## config.mk

```make
export PLATFORM = sky130hd
export DESIGN_NAME = ddr_align_monitor
export DESIGN_NICKNAME = d
export VERILOG_FILES = /design/src/rtl/ddr_align_monitor.sv
export SDC_FILE = /design/constraint.sdc
export NUM_CORES = 1
export LEC_CHECK = 0
export ABC_CLOCK_PERIOD_IN_PS = 2930
export BUFFER_PORTS_ARGS = -buffer_cell sky130_fd_sc_hd__buf_2
export CORE_AREA = 4 4 67 69
export DETAILED_ROUTE_END_ITERATION = 10
export DIE_AREA = 0 0 71 73
export SLEW_MARGIN = 20
export SYNTH_ARGS = -nofsm -noshare
export SYNTH_HDL_FRONTEND = slang
export SYNTH_SLANG_ARGS = --single-unit
```

## constraint.sdc

```tcl
create_clock -name clk -period 2.93 [get_ports clk]
set_input_delay 0.293 -clock clk [delete_from_list [all_inputs] [get_ports clk]]
set_output_delay 0.293 -clock clk [all_outputs]
set_load 0.01 [all_outputs]
```

## src/rtl/ddr_align_monitor.sv

```systemverilog
// ddr_align_monitor
// Checks deserialized read words against a rotated training pattern over fixed
// windows. Publishes {word misaligned, sampling error} to the read-path phase
// controller and honours its flush (reset_datapath) and freeze (stop) strobes.
// Pipeline: S1 capture -> S2 rotation match -> S3 accumulate/publish.

module ddr_align_monitor #(
   parameter int                    DATA_WIDTH    = 8,
   parameter logic [DATA_WIDTH-1:0] TRAIN_PATTERN = 8'h5A,
   parameter int                    WINDOW        = 16,
   parameter int                    RW            = $clog2(DATA_WIDTH)
) (
   input  logic                  clk,
   input  logic                  reset,
   input  logic [DATA_WIDTH-1:0] data_in,
   input  logic                  data_valid,
   input  logic                  reset_datapath,
   input  logic                  stop,
   output logic [1:0]            align_status,
   output logic [RW-1:0]         rot_idx,
   output logic                  window_done
);

   localparam int            CW       = $clog2(WINDOW);
   localparam logic [CW-1:0] LAST_CNT = CW'(WINDOW - 1);

   // Rotate a word left by r bit positions.
   function automatic logic [DATA_WIDTH-1:0] rotl(input logic [DATA_WIDTH-1:0] w,
                                                  input int r);
      logic [DATA_WIDTH-1:0] res;
      res = '0;
      for (int i = 0; i < DATA_WIDTH; i++) begin
         res[(i + r) % DATA_WIDTH] = w[i];
      end
      return res;
   endfunction

   // Pipeline state
   logic [DATA_WIDTH-1:0] s1_word_r;
   logic                  v1_r;
   logic [DATA_WIDTH-1:0] match_r;
   logic                  v2_r;

   // Window state
   logic [CW-1:0]         cnt_r;
   logic [RW-1:0]         rot_ref_r;
   logic                  bit_err_acc_r;
   logic                  word_err_acc_r;

   // Published outputs
   logic [1:0]            align_status_r;
   logic [RW-1:0]         rot_idx_r;
   logic                  window_done_r;

   // Combinational intermediates
   logic [DATA_WIDTH-1:0] match_s;
   logic                  hit_s;
   logic [RW-1:0]         rot_s;
   logic                  first_s;
   logic [RW-1:0]         ref_s;
   logic                  bit_err_s;
   logic                  word_err_s;
   logic                  last_s;

   // Compare the S1 word against every rotation of the training pattern.
   always_comb begin
      match_s = '0;
      for (int r = 0; r < DATA_WIDTH; r++) begin
         match_s[r] = (s1_word_r == rotl(TRAIN_PATTERN, r));
      end
   end

   // Pick the lowest matching rotation; a degenerate pattern resolves to 0.
   always_comb begin
      hit_s = 1'b0;
      rot_s = '0;
      for (int r = DATA_WIDTH - 1; r >= 0; r--) begin
         rot_s = match_r[r] ? RW'(r) : rot_s;
         hit_s = hit_s | match_r[r];
      end
   end

   // Classify the S2 word and fold it into the window verdict.
   always_comb begin
      first_s    = (cnt_r == '0);
      ref_s      = first_s ? rot_s : rot_ref_r;
      bit_err_s  = bit_err_acc_r | ~hit_s | (~first_s & (rot_s != rot_ref_r));
      word_err_s = word_err_acc_r | (ref_s != '0);
      last_s     = v2_r & (cnt_r == LAST_CNT);
   end

   // S1/S2 pipeline registers; stop blocks new capture, a flush empties the pipe.
   always_ff @(posedge clk) begin
      if (reset || reset_datapath) begin
         s1_word_r <= '0;
         v1_r      <= 1'b0;
         match_r   <= '0;
         v2_r      <= 1'b0;
      end else begin
         s1_word_r <= data_in;
         v1_r      <= data_valid & ~stop;
         match_r   <= match_s;
         v2_r      <= v1_r;
      end
   end

   // S3 window accumulation and publish; the final word's verdict goes straight out.
   always_ff @(posedge clk) begin
      if (reset) begin
         cnt_r          <= '0;
         rot_ref_r      <= '0;
         bit_err_acc_r  <= 1'b0;
         word_err_acc_r <= 1'b0;
         align_status_r <= 2'b11;
         rot_idx_r      <= '0;
         window_done_r  <= 1'b0;
      end else if (reset_datapath) begin
         cnt_r          <= '0;
         rot_ref_r      <= '0;
         bit_err_acc_r  <= 1'b0;
         word_err_acc_r <= 1'b0;
         align_status_r <= 2'b11;
         window_done_r  <= 1'b0;
      end else if (last_s) begin
         cnt_r          <= '0;
         rot_ref_r      <= '0;
         bit_err_acc_r  <= 1'b0;
         word_err_acc_r <= 1'b0;
         align_status_r <= {word_err_s, bit_err_s};
         rot_idx_r      <= ref_s;
         window_done_r  <= 1'b1;
      end else if (v2_r) begin
         cnt_r          <= cnt_r + CW'(1);
         rot_ref_r      <= ref_s;
         bit_err_acc_r  <= bit_err_s;
         word_err_acc_r <= word_err_s;
         window_done_r  <= 1'b0;
      end else begin
         window_done_r  <= 1'b0;
      end
   end

   assign align_status = align_status_r;
   assign rot_idx      = rot_idx_r;
   assign window_done  = window_done_r;

endmodule
```

==> results of run 1 <==
-- state kept, by name (all words and copies together) (netlist names) --
signal and count:
word_err_acc_r 1, v2_r 1, s1_word_r 8, match_r 8
align_status 2, bit_err_acc_r 1, v1_r 1, rot_ref_r 3
rot_idx 3, window_done 1, cnt_r 4
-- metal layers --
metal	vias to the layer above	routed length (um)	global-route usage
met4	0	42	0.0564
met2	22	1340	0.196
li1	525	-	-
met1	475	1160	0.122
met5	-	0	0
met3	4	97	0.0331
-- critical path, delay by kind of cell (launching register included) --
| kind | cells | cell delay [ns] |
|---|---|---|
| compound gates | 2 | 0.44 |
| fa+ha+maj | 1 | 0.15 |
| simple gates | 2 | 0.72 |
| flops | 1 | 0.35 |
| buf+inv | 1 | 0.07 |
-- layout make-up --
class                           instances  area, um^2
Clock buffer                            7        86.3
Clock inverter                          1        30.0
Fill cell                             411        2310
Inverter                                2        7.51
Multi-Input combinational cell         96         662
Sequential cell                        33         661
Tap cell                               50        62.6
Timing Repair Buffer                   18        90.1
-- cell usage after synthesis (all sizes together) --
master / n
nor4: 2
nand4: 2
a21boi: 1
and4bb: 1
a2111oi: 3
or4b: 1
nand4b: 1
nand3: 2
or2: 1
a31oi: 2
a311o: 1
and2: 9
a211oi: 5
nor3: 3
mux2i: 3
clkbuf: 3
nor2: 24
nor2b: 3
o21ai: 4
xnor2: 1
nand2: 4
nand2b: 2
or3b: 2
and4: 1
or4bb: 1
dfxtp: 33
nand4bb: 1
nor3b: 2
a21oi: 3
inv: 2
xor2: 2
nor4b: 3
ha: 2
nand3b: 1
a22oi: 1
o21bai: 1
o31a: 1
-- power groups by stage --
stage / sequential (uW) / combinational, uW / clock (uW)
floorplan: 466 / 13.6 / 0
global placement: 467 / 22.5 / 0
detailed placement: 468 / 23.8 / 0
CTS: 457 / 23.9 / 440
global route: 458 / 26.2 / 458
finish: 458 / 23.4 / 427
-- kinds of logic (layout without fill, tap and decap cells) --
| logic type | after synthesis | count (layout) | synth area share |
|---|---|---|---|
| simple gates | 66 | 66 | 0.288 |
| fa+ha+maj | 2 | 2 | 0.0187 |
| mux | 3 | 3 | 0.0224 |
| buf+inv | 5 | 28 | 0.0140 |
| compound gates | 22 | 22 | 0.145 |
| flops | 33 | 33 | 0.493 |
| xor+xnor | 3 | 3 | 0.0196 |
-- through the flow --
| stage | hold slack [ns] | area, um^2 |
|---|---|---|
| 3_3_place_gp | 0.421 | 1480 |
| 4_1_cts | 0.161 | 1600 |
| 5_1_grt | 0.156 | 1600 |
| 2_1_floorplan | 0.362 | 1340 |
| 3_5_place_dp | 0.434 | 1480 |
| 6_report | 0.165 | 1600 |
-- path summary, 6_finish.rpt --
check / from / endpoint / slack, ns / cells after the start
min: stop / v1_r / 0.16 / 2
min reg2reg: v1_r / v2_r / 0.44 / 1
max reg2reg: cnt_r[0] / word_err_acc_r / 1.08 / 6
max: cnt_r[0] / word_err_acc_r / 1.08 / 6
==> flow_summary.yaml, run 1 <==
worst_setup_path:
  worstSetupPathType: "reg2reg"
  arrival_ns: 2.02
  start_kind: "flip-flop"
  critPathCaptureType: "flip-flop"
  cp_slowest_cell: "or3b_4"
  crit_path_cell_trace: "inv_1, ha_1, or3b_4, a22oi_1, and4bb_1, o21ai_1"
  worst_ep_required_time_ns: 3.10
  max_stage_delay_ns: 0.43
  worstPathMaxFanout: 6
sta:
  setup_violations: 0
  tns_ns: 0
  period_share: 0.630
  slew_violations: 0
  tightest_slew_ns: 0.720
  rsz0062_at_grt: "false"
  final-hold-violation-count: 0
  max_clock_freq_mhz: 542
  timing.final.crit_period_ns: 1.85
  maxSlewHeadroom: 0.519
  fin_ws_ns: 1.08
  finalClockSkew_ns: 0.00377
hold_path:
  hold_path.class: "in2reg"
pwr:
  peakVddDrop_v: 0.000294
  power_density_mw_per_mm2: 568
  p_comb_frac: 0.026
  switchingPower_uw: 165
  power.total_uw: 908
  p_int_uw: 743
  pwr-share-clk: 0.471
  power.leakage_uw: 0.000557
  p_sw_frac: 0.182
  p_seq_frac: 0.504
global_routing:
  grt_max_degree: 15
  grt_pass1_wl_mm: 4.44
  antenna_found_initial: 0
  grt_pass1_vias: 1017
  overflow: 0
  grtUsageTotal: 0.111
cts:
  clk_latency_ns: 0.28
  hold_buffers: 0
  post_cts_buffers: 0
  cts_tree: "done"
  cts_resized: 0
  cts-root-buf: "clkbuf_8"
  htreeDepth: 2
  cts_buffers: 5
  path_clk_slew_ns: 0.06
  clkSinkCount: 33
  cts_max_path_buffers: 2
floorplan:
  core_area_mm2: 0.00391
  die_height_um: 73
  die_w_um: 71
  boundaryPins: 19
  initial_core_util: 0.343
  rows: 23
  dieArea_mm2: 0.00518
drt:
  num_vias: 1026
  firstDrtPassIters: 4
  vias_per_cell: 4.96
  wl_mm: 2.64
  drc: 0
  antenna_left: 0
  drtIter0Drc: 21
  wl_per_cell_um: 12.8
finish:
  num_antenna_cells: 0
  final_common_cell: "dfxtp_1"
  area_growth_pct: 19.2
  fin_nets: 171
  drive_gt1_frac: 0.210
  final_cell_mix: "dfxtp_1, nor2_1, buf_2"
  final_cells: 207
  final_util: 0.409
synth:
  synth_area_mm2: 0.00134
  ys_top_cells_by_area: "dfxtp_1, nor2_1, and2_1, mux2i_1, a2111oi_2"
  synthCells: 134
  seq_area_frac_synth: 0.493
  synth_top_area_frac: 0.493
  synthesis.nets: 149
  yosys_warnings: 0
  synth_cell_types: 42
  synth_top_area_cell: "dfxtp_1"
  avgSynthCellArea_um2: 10.0
  synth_seq_cells: 33
placement:
  dp_hpwl_mm: 2.04
  post-place-ws_ns: 1.07
  dp.cells: 199
  port_buffers: 18
  gp_congestion: 0.712
status:
  status: "complete, no violations"
flow_run:
  max_cap_violations: 0
(Power assumes the default switching activity.)
==> run 2: changes to the inputs <==
--- a/config.mk
+++ b/config.mk
@@ -5,11 +5,12 @@
 export SDC_FILE = /design/constraint.sdc
 export NUM_CORES = 1
 export LEC_CHECK = 0
-export ABC_CLOCK_PERIOD_IN_PS = 2930
+export ABC_AREA = 1
+export ABC_CLOCK_PERIOD_IN_PS = 1700
 export BUFFER_PORTS_ARGS = -buffer_cell sky130_fd_sc_hd__buf_2
-export CORE_AREA = 4 4 67 69
+export CORE_AREA = 4 4 70 72
 export DETAILED_ROUTE_END_ITERATION = 10
-export DIE_AREA = 0 0 71 73
+export DIE_AREA = 0 0 74 76
 export SLEW_MARGIN = 20
 export SYNTH_ARGS = -nofsm -noshare
 export SYNTH_HDL_FRONTEND = slang
==> constraint.sdc (replaced) <==
create_clock -name clk -period 1.7 [get_ports clk]
set_input_delay 0.17 -clock clk [delete_from_list [all_inputs] [get_ports clk]]
set_output_delay 0.17 -clock clk [all_outputs]
set_load 0.01 [all_outputs]
==> flow_summary.yaml, run 2 <==
status:
  status: "complete, no violations"
worst_setup_path:
  worst_ep_required_time_ns: 1.88
  start_kind: "flip-flop"
  worstPathMaxFanout: 5
  critPathCaptureType: "flip-flop"
  worstSetupPathType: "reg2reg"
  arrival_ns: 1.58
hold_path:
  hold_path.class: "in2reg"
cts:
  cts_buffers: 5
  htreeDepth: 2
  path_clk_slew_ns: 0.07
  post_cts_buffers: 0
  clk_latency_ns: 0.28
  cts_tree: "done"
  clkSinkCount: 33
  cts_max_path_buffers: 2
  hold_buffers: 0
  cts-root-buf: "clkbuf_8"
  cts_resized: 0
drt:
  num_vias: 1162
  drc: 0
  wl_per_cell_um: 9.12
  route.met3.wl_um: 100
  wl_mm: 2.48
  firstDrtPassIters: 4
  top_layer: "met4"
  drtIter0Drc: 70
  drt-met1-wl_mm: 1.11
  wl_met2_mm: 1.19
  antenna_left: 0
  vias_per_cell: 4.27
sta:
  rsz0062_at_grt: "false"
  maxSlewHeadroom: 0.814
  final-hold-violation-count: 0
  setup_violations: 0
  max_clock_freq_mhz: 716
  timing.final.crit_period_ns: 1.40
  slew_violations: 0
  finalClockSkew_ns: 0.00379
  period_share: 0.821
  fin_ws_ns: 0.304
  tightest_slew_ns: 0.278
  tns_ns: 0
synth:
  synth.most_common_cell: "inv_1"
  synth_top_flop_cell: "dfxtp_1"
  avgSynthCellArea_um2: 7.40
  yosys_warnings: 0
  ys_top_cells_by_area: "dfxtp_1, inv_1, nand2_1, nor2_1, a21oi_1"
  synthCells: 196
  synth-edff-count: 0
  synth_cell_types: 28
  async_flop_share: 0
  seq_area_frac_synth: 0.456
  synth_area_mm2: 0.00145
  synthesis.nets: 211
  synth_top_area_frac: 0.456
  synth_top_area_cell: "dfxtp_1"
  synth_common_cells: "inv_1, dfxtp_1, nand2_1, nor2_1, a21oi_1"
  synth_seq_cells: 33
pwr:
  p_comb_frac: 0.031
  power.leakage_uw: 0.000796
  pwr-share-clk: 0.476
  switchingPower_uw: 320
  p_int_uw: 1280
  p_sw_frac: 0.200
  p_seq_frac: 0.493
  power_density_mw_per_mm2: 932
  peakVddDrop_v: 0.000509
floorplan:
  boundaryPins: 19
  dieArea_mm2: 0.00562
  core_area_mm2: 0.00429
  initial_core_util: 0.338
  rows: 24
  die_w_um: 74
  die_height_um: 76
finish:
  multi_input_area_um2: 588
  final_util: 0.399
  fin_nets: 234
  final_cell_mix: "inv_1, dfxtp_1, nand2_1"
  num_antenna_cells: 0
  final_common_cell: "inv_1"
  reg.largest.list: "match_r x8, s1_word_r x8, cnt_r x4"
  area_growth_pct: 18.1
  regArea_um2: 661
  drive_gt1_frac: 0.209
  fillers: 450
global_routing:
  antenna_found_initial: 0
  grt_pass1_wl_mm: 4.65
  grtUsageTotal: 0.106
  overflow: 0
  grt_pass1_vias: 1106
  grt_max_degree: 13
placement:
  port_buffers: 18
  gp_congestion: 0.847
  dp_hpwl_mm: 1.95
  post-place-ws_ns: 0.315
flow_run:
  max_cap_violations: 0
## run 2: cell type report
cell class | instances | share of cell area
flip-flops and latches | 33 | 0.386
multi-input cells | 111 | 0.343
inverters | 50 | 0.110
repair buffers | 18 | 0.0526
clock buffers | 6 | 0.0482
well taps | 52 | 0.0380
clock inverters | 2 | 0.0219
## run 2: cell families after synthesis
| family | count (synthesis) | share of synthesized area |
|---|---|---|
| AND/OR/NAND/NOR | 86 | 0.300 |
| buffers and inverters | 52 | 0.139 |
| flip-flops | 33 | 0.456 |
| AO/OA/AOI/OAI | 22 | 0.0820 |
| adder cells (fa/ha/maj) | 2 | 0.0173 |
| XOR/XNOR | 1 | 0.00604 |
## run 2: worst paths after layout
path / from / endpoint / slack, ns / cells past startpoint
max reg2reg: cnt_r[0] / align_status[1] / 0.30 / 10
max: cnt_r[0] / align_status[1] / 0.30 / 10
min reg2reg: v1_r / v2_r / 0.41 / 2
min: stop / v1_r / 0.03 / 2
## run 2: power groups by stage
stage | logic, uW | clock network, uW | registers (uW)
after floorplan | 29.2 | 0 | 803
after global placement | 50.2 | 0 | 805
after detailed placement | 50.7 | 0 | 805
after CTS | 50.8 | 783 | 787
after global routing | 58.4 | 830 | 788
final | 49.5 | 760 | 788
## run 2: layer usage
layer | vias to the layer above | track usage
li1 | 644 | -
met1 | 496 | 0.125
met2 | 16 | 0.163
met3 | 6 | 0.0356
met4 | 0 | 0.0598
met5 | - | 0
## run 2: critical path, stage by stage (launching register included)
cell	delay [ns]
dfxtp_1	0.35
inv_1	0.06
ha_1	0.20
nand3_2	0.12
inv_2	0.06
nand3_2	0.08
nand3_1	0.07
nor2_1	0.14
nand4_1	0.09
o21ai_1	0.08
inv_1	0.04
## run 2: through the flow
step | area (um^2) | power [uW] | instances | hold slack (ns)
after detailed placement | 1590 | 856 | 264 | 0.329
after global placement | 1590 | 855 | 264 | 0.330
after floorplan | 1450 | 832 | 196 | 0.242
after global routing | 1710 | 1680 | 272 | 0.0215
final | 1710 | 1600 | 272 | 0.0308
after CTS | 1710 | 1620 | 272 | 0.0210
==> run 3: changes to the inputs <==
--- a/config.mk
+++ b/config.mk
@@ -5,12 +5,12 @@
 export SDC_FILE = /design/constraint.sdc
 export NUM_CORES = 1
 export LEC_CHECK = 0
-export ABC_AREA = 1
-export ABC_CLOCK_PERIOD_IN_PS = 1700
+export ABC_AREA = 0
+export ABC_CLOCK_PERIOD_IN_PS = 1400
 export BUFFER_PORTS_ARGS = -buffer_cell sky130_fd_sc_hd__buf_2
-export CORE_AREA = 4 4 70 72
+export CORE_AREA = 4 4 67 69
 export DETAILED_ROUTE_END_ITERATION = 10
-export DIE_AREA = 0 0 74 76
+export DIE_AREA = 0 0 71 73
 export SLEW_MARGIN = 20
 export SYNTH_ARGS = -nofsm -noshare
 export SYNTH_HDL_FRONTEND = slang
==> constraint.sdc (replaced) <==
create_clock -name clk -period 1.4 [get_ports clk]
set_input_delay 0.14 -clock clk [delete_from_list [all_inputs] [get_ports clk]]
set_output_delay 0.14 -clock clk [all_outputs]
set_load 0.01 [all_outputs]
==> flow_summary.yaml, run 3 (synthesized netlist as in run 1, its figures left out) <==
sta:
  fin_ws_ns: -0.197
  rsz0062_at_grt: "true"
  final-hold-violation-count: 0
  tightest_slew_ns: 0.422
  timing.final.crit_period_ns: 1.60
  maxSlewHeadroom: 0.717
  max_clock_freq_mhz: 626
  setup_violations: 8
  finalClockSkew_ns: 0.00254
  slew_violations: 0
  period_share: 1.14
pwr:
  power.leakage_uw: 0.000671
  peakVddDrop_v: 0.000578
  power_density_mw_per_mm2: 1010
cts:
  clk_latency_ns: 0.28
  cts_tree: "done"
  clkSinkCount: 33
  cts_max_path_buffers: 2
  htreeDepth: 2
  cts-root-buf: "clkbuf_8"
  cts_buffers: 5
  path_clk_slew_ns: 0.06
global_routing:
  grtUsageTotal: 0.119
  antenna_found_initial: 0
  grt_pass1_vias: 1126
  grtUsageMet2: 0.203
  grt_pass1_wl_mm: 4.85
  top_usage_layer: "met2"
  use_met3: 0.0455
  grtUsageMet1: 0.130
  overflow: 0
  grt_max_degree: 15
worst_setup_path:
  max_stage_delay_ns: 0.43
  crit_path_cell_trace: "inv_2, ha_4, or3b_4, a2111oi_4, and4bb_1, o21ai_1"
  worstSetupPathType: "reg2reg"
  path_buf_inv: 1
  r2r_end: "word_err_acc_r"
  rr_worst_depth: 6
  worstPathMaxFanout: 5
  reg2reg_setup_slack_ns: -0.20
  arrival_ns: 1.82
  start_kind: "flip-flop"
  critPathCaptureType: "flip-flop"
  cpLargestDelayFamily: "simple AND/OR/NAND/NOR gates"
  worst_ep_required_time_ns: 1.62
  r2r-start: "cnt_r[0]"
  cp_slowest_cell: "or3b_4"
drt:
  vias_per_cell: 4.89
  firstDrtPassIters: 4
  drtIter0Drc: 16
  drc: 0
  wl_mm: 2.94
  antenna_left: 0
  wl_per_cell_um: 13.0
  num_vias: 1110
placement:
  gp_congestion: 0.831
  dp_hpwl_mm: 2.16
  port_buffers: 18
  post-place-ws_ns: -0.215
flow_run:
  max_cap_violations: 0
finish:
  multi_input_area_um2: 756
  final_common_cell: "dfxtp_1"
  fin_nets: 192
  final_util: 0.472
  final_cell_mix: "dfxtp_1, nor2_1, buf_4"
  fillers: 379
  drive_gt1_frac: 0.407
  area_growth_pct: 37.8
  regArea_um2: 668
  reg.largest.list: "match_r x8, s1_word_r x8, cnt_r x4"
  num_antenna_cells: 0
hold_path:
  min_from: "data_in[5]"
  hold_depth: 2
  hold_path.class: "in2reg"
  whs_endpoint: "s1_word_r[5]"
floorplan:
  die_w_um: 71
  initial_core_util: 0.343
  die_height_um: 73
  boundaryPins: 19
  rows: 23
  dieArea_mm2: 0.00518
  core_area_mm2: 0.00391
status:
  status: "finished, violations left"
  violations: "setup timing"
run 3: changes by cell type in the layout (fill, tap and decap cells not counted), sizes merged, moves of 6 or more:
cell and delta:
nand2 -27, inv -47, and2 +9, buf +20
nand3 -9, a21oi -8, nor2 -6
run 3: worst max-delay path by stage:
stage	slack [ns]	from	to	cells after the start
finish	-0.20	cnt_r[0]	word_err_acc_r	6
CTS	-0.17	cnt_r[0]	rot_ref_r[1]	6
global placement	-0.16	cnt_r[0]	align_status[0]	6
global route	-0.29	cnt_r[0]	rot_ref_r[1]	6
detailed placement	-0.21	cnt_r[0]	word_err_acc_r	6
floorplan	-0.15	cnt_r[0]	align_status[0]	6
run 3: repair_timing:
action / 4_1_cts / 5_1_grt
resized for setup: 7 / 14
endpoints found under the setup margin: 11 / 10
setup buffers: 0 / 2
pin swaps: 4 / 2
hold endpoints to repair: 1 / 0
hold buffers: 1 / 0
run 3: cell type report:
class,instances,area share
Multi-Input combinational cell,96,0.409
Sequential cell,33,0.362
Timing Repair Buffer,39,0.135
Clock buffer,5,0.0372
Tap cell,50,0.0339
Clock inverter,2,0.0190
Inverter,2,0.00406
run 3: through the flow:
stage	instance area, um^2	total power [uW]	hold slack (ns)	cells	TNS [ns]
detailed placement	1650	1030	0.304	218	-1.54
global route	1850	1920	0.0482	227	-1.96
CTS	1780	1880	0.0409	226	-1.32
global placement	1650	1030	0.301	218	-1.08
floorplan	1370	1000	0.209	134	-0.755
finish	1850	1860	0.0519	227	-1.28
run 3: layer usage:
| layer | vias to the layer above | wire length (um) |
|---|---|---|
| met5 | - | 0 |
| met1 | 511 | 1220 |
| met3 | 8 | 132 |
| li1 | 567 | - |
| met4 | 0 | 74 |
| met2 | 24 | 1520 |
run 3: report_power, final:
group / switching (uW) / internal [uW]
Combinational: 28.3 / 32.7
Clock: 330 / 516
Sequential: 6.74 / 950
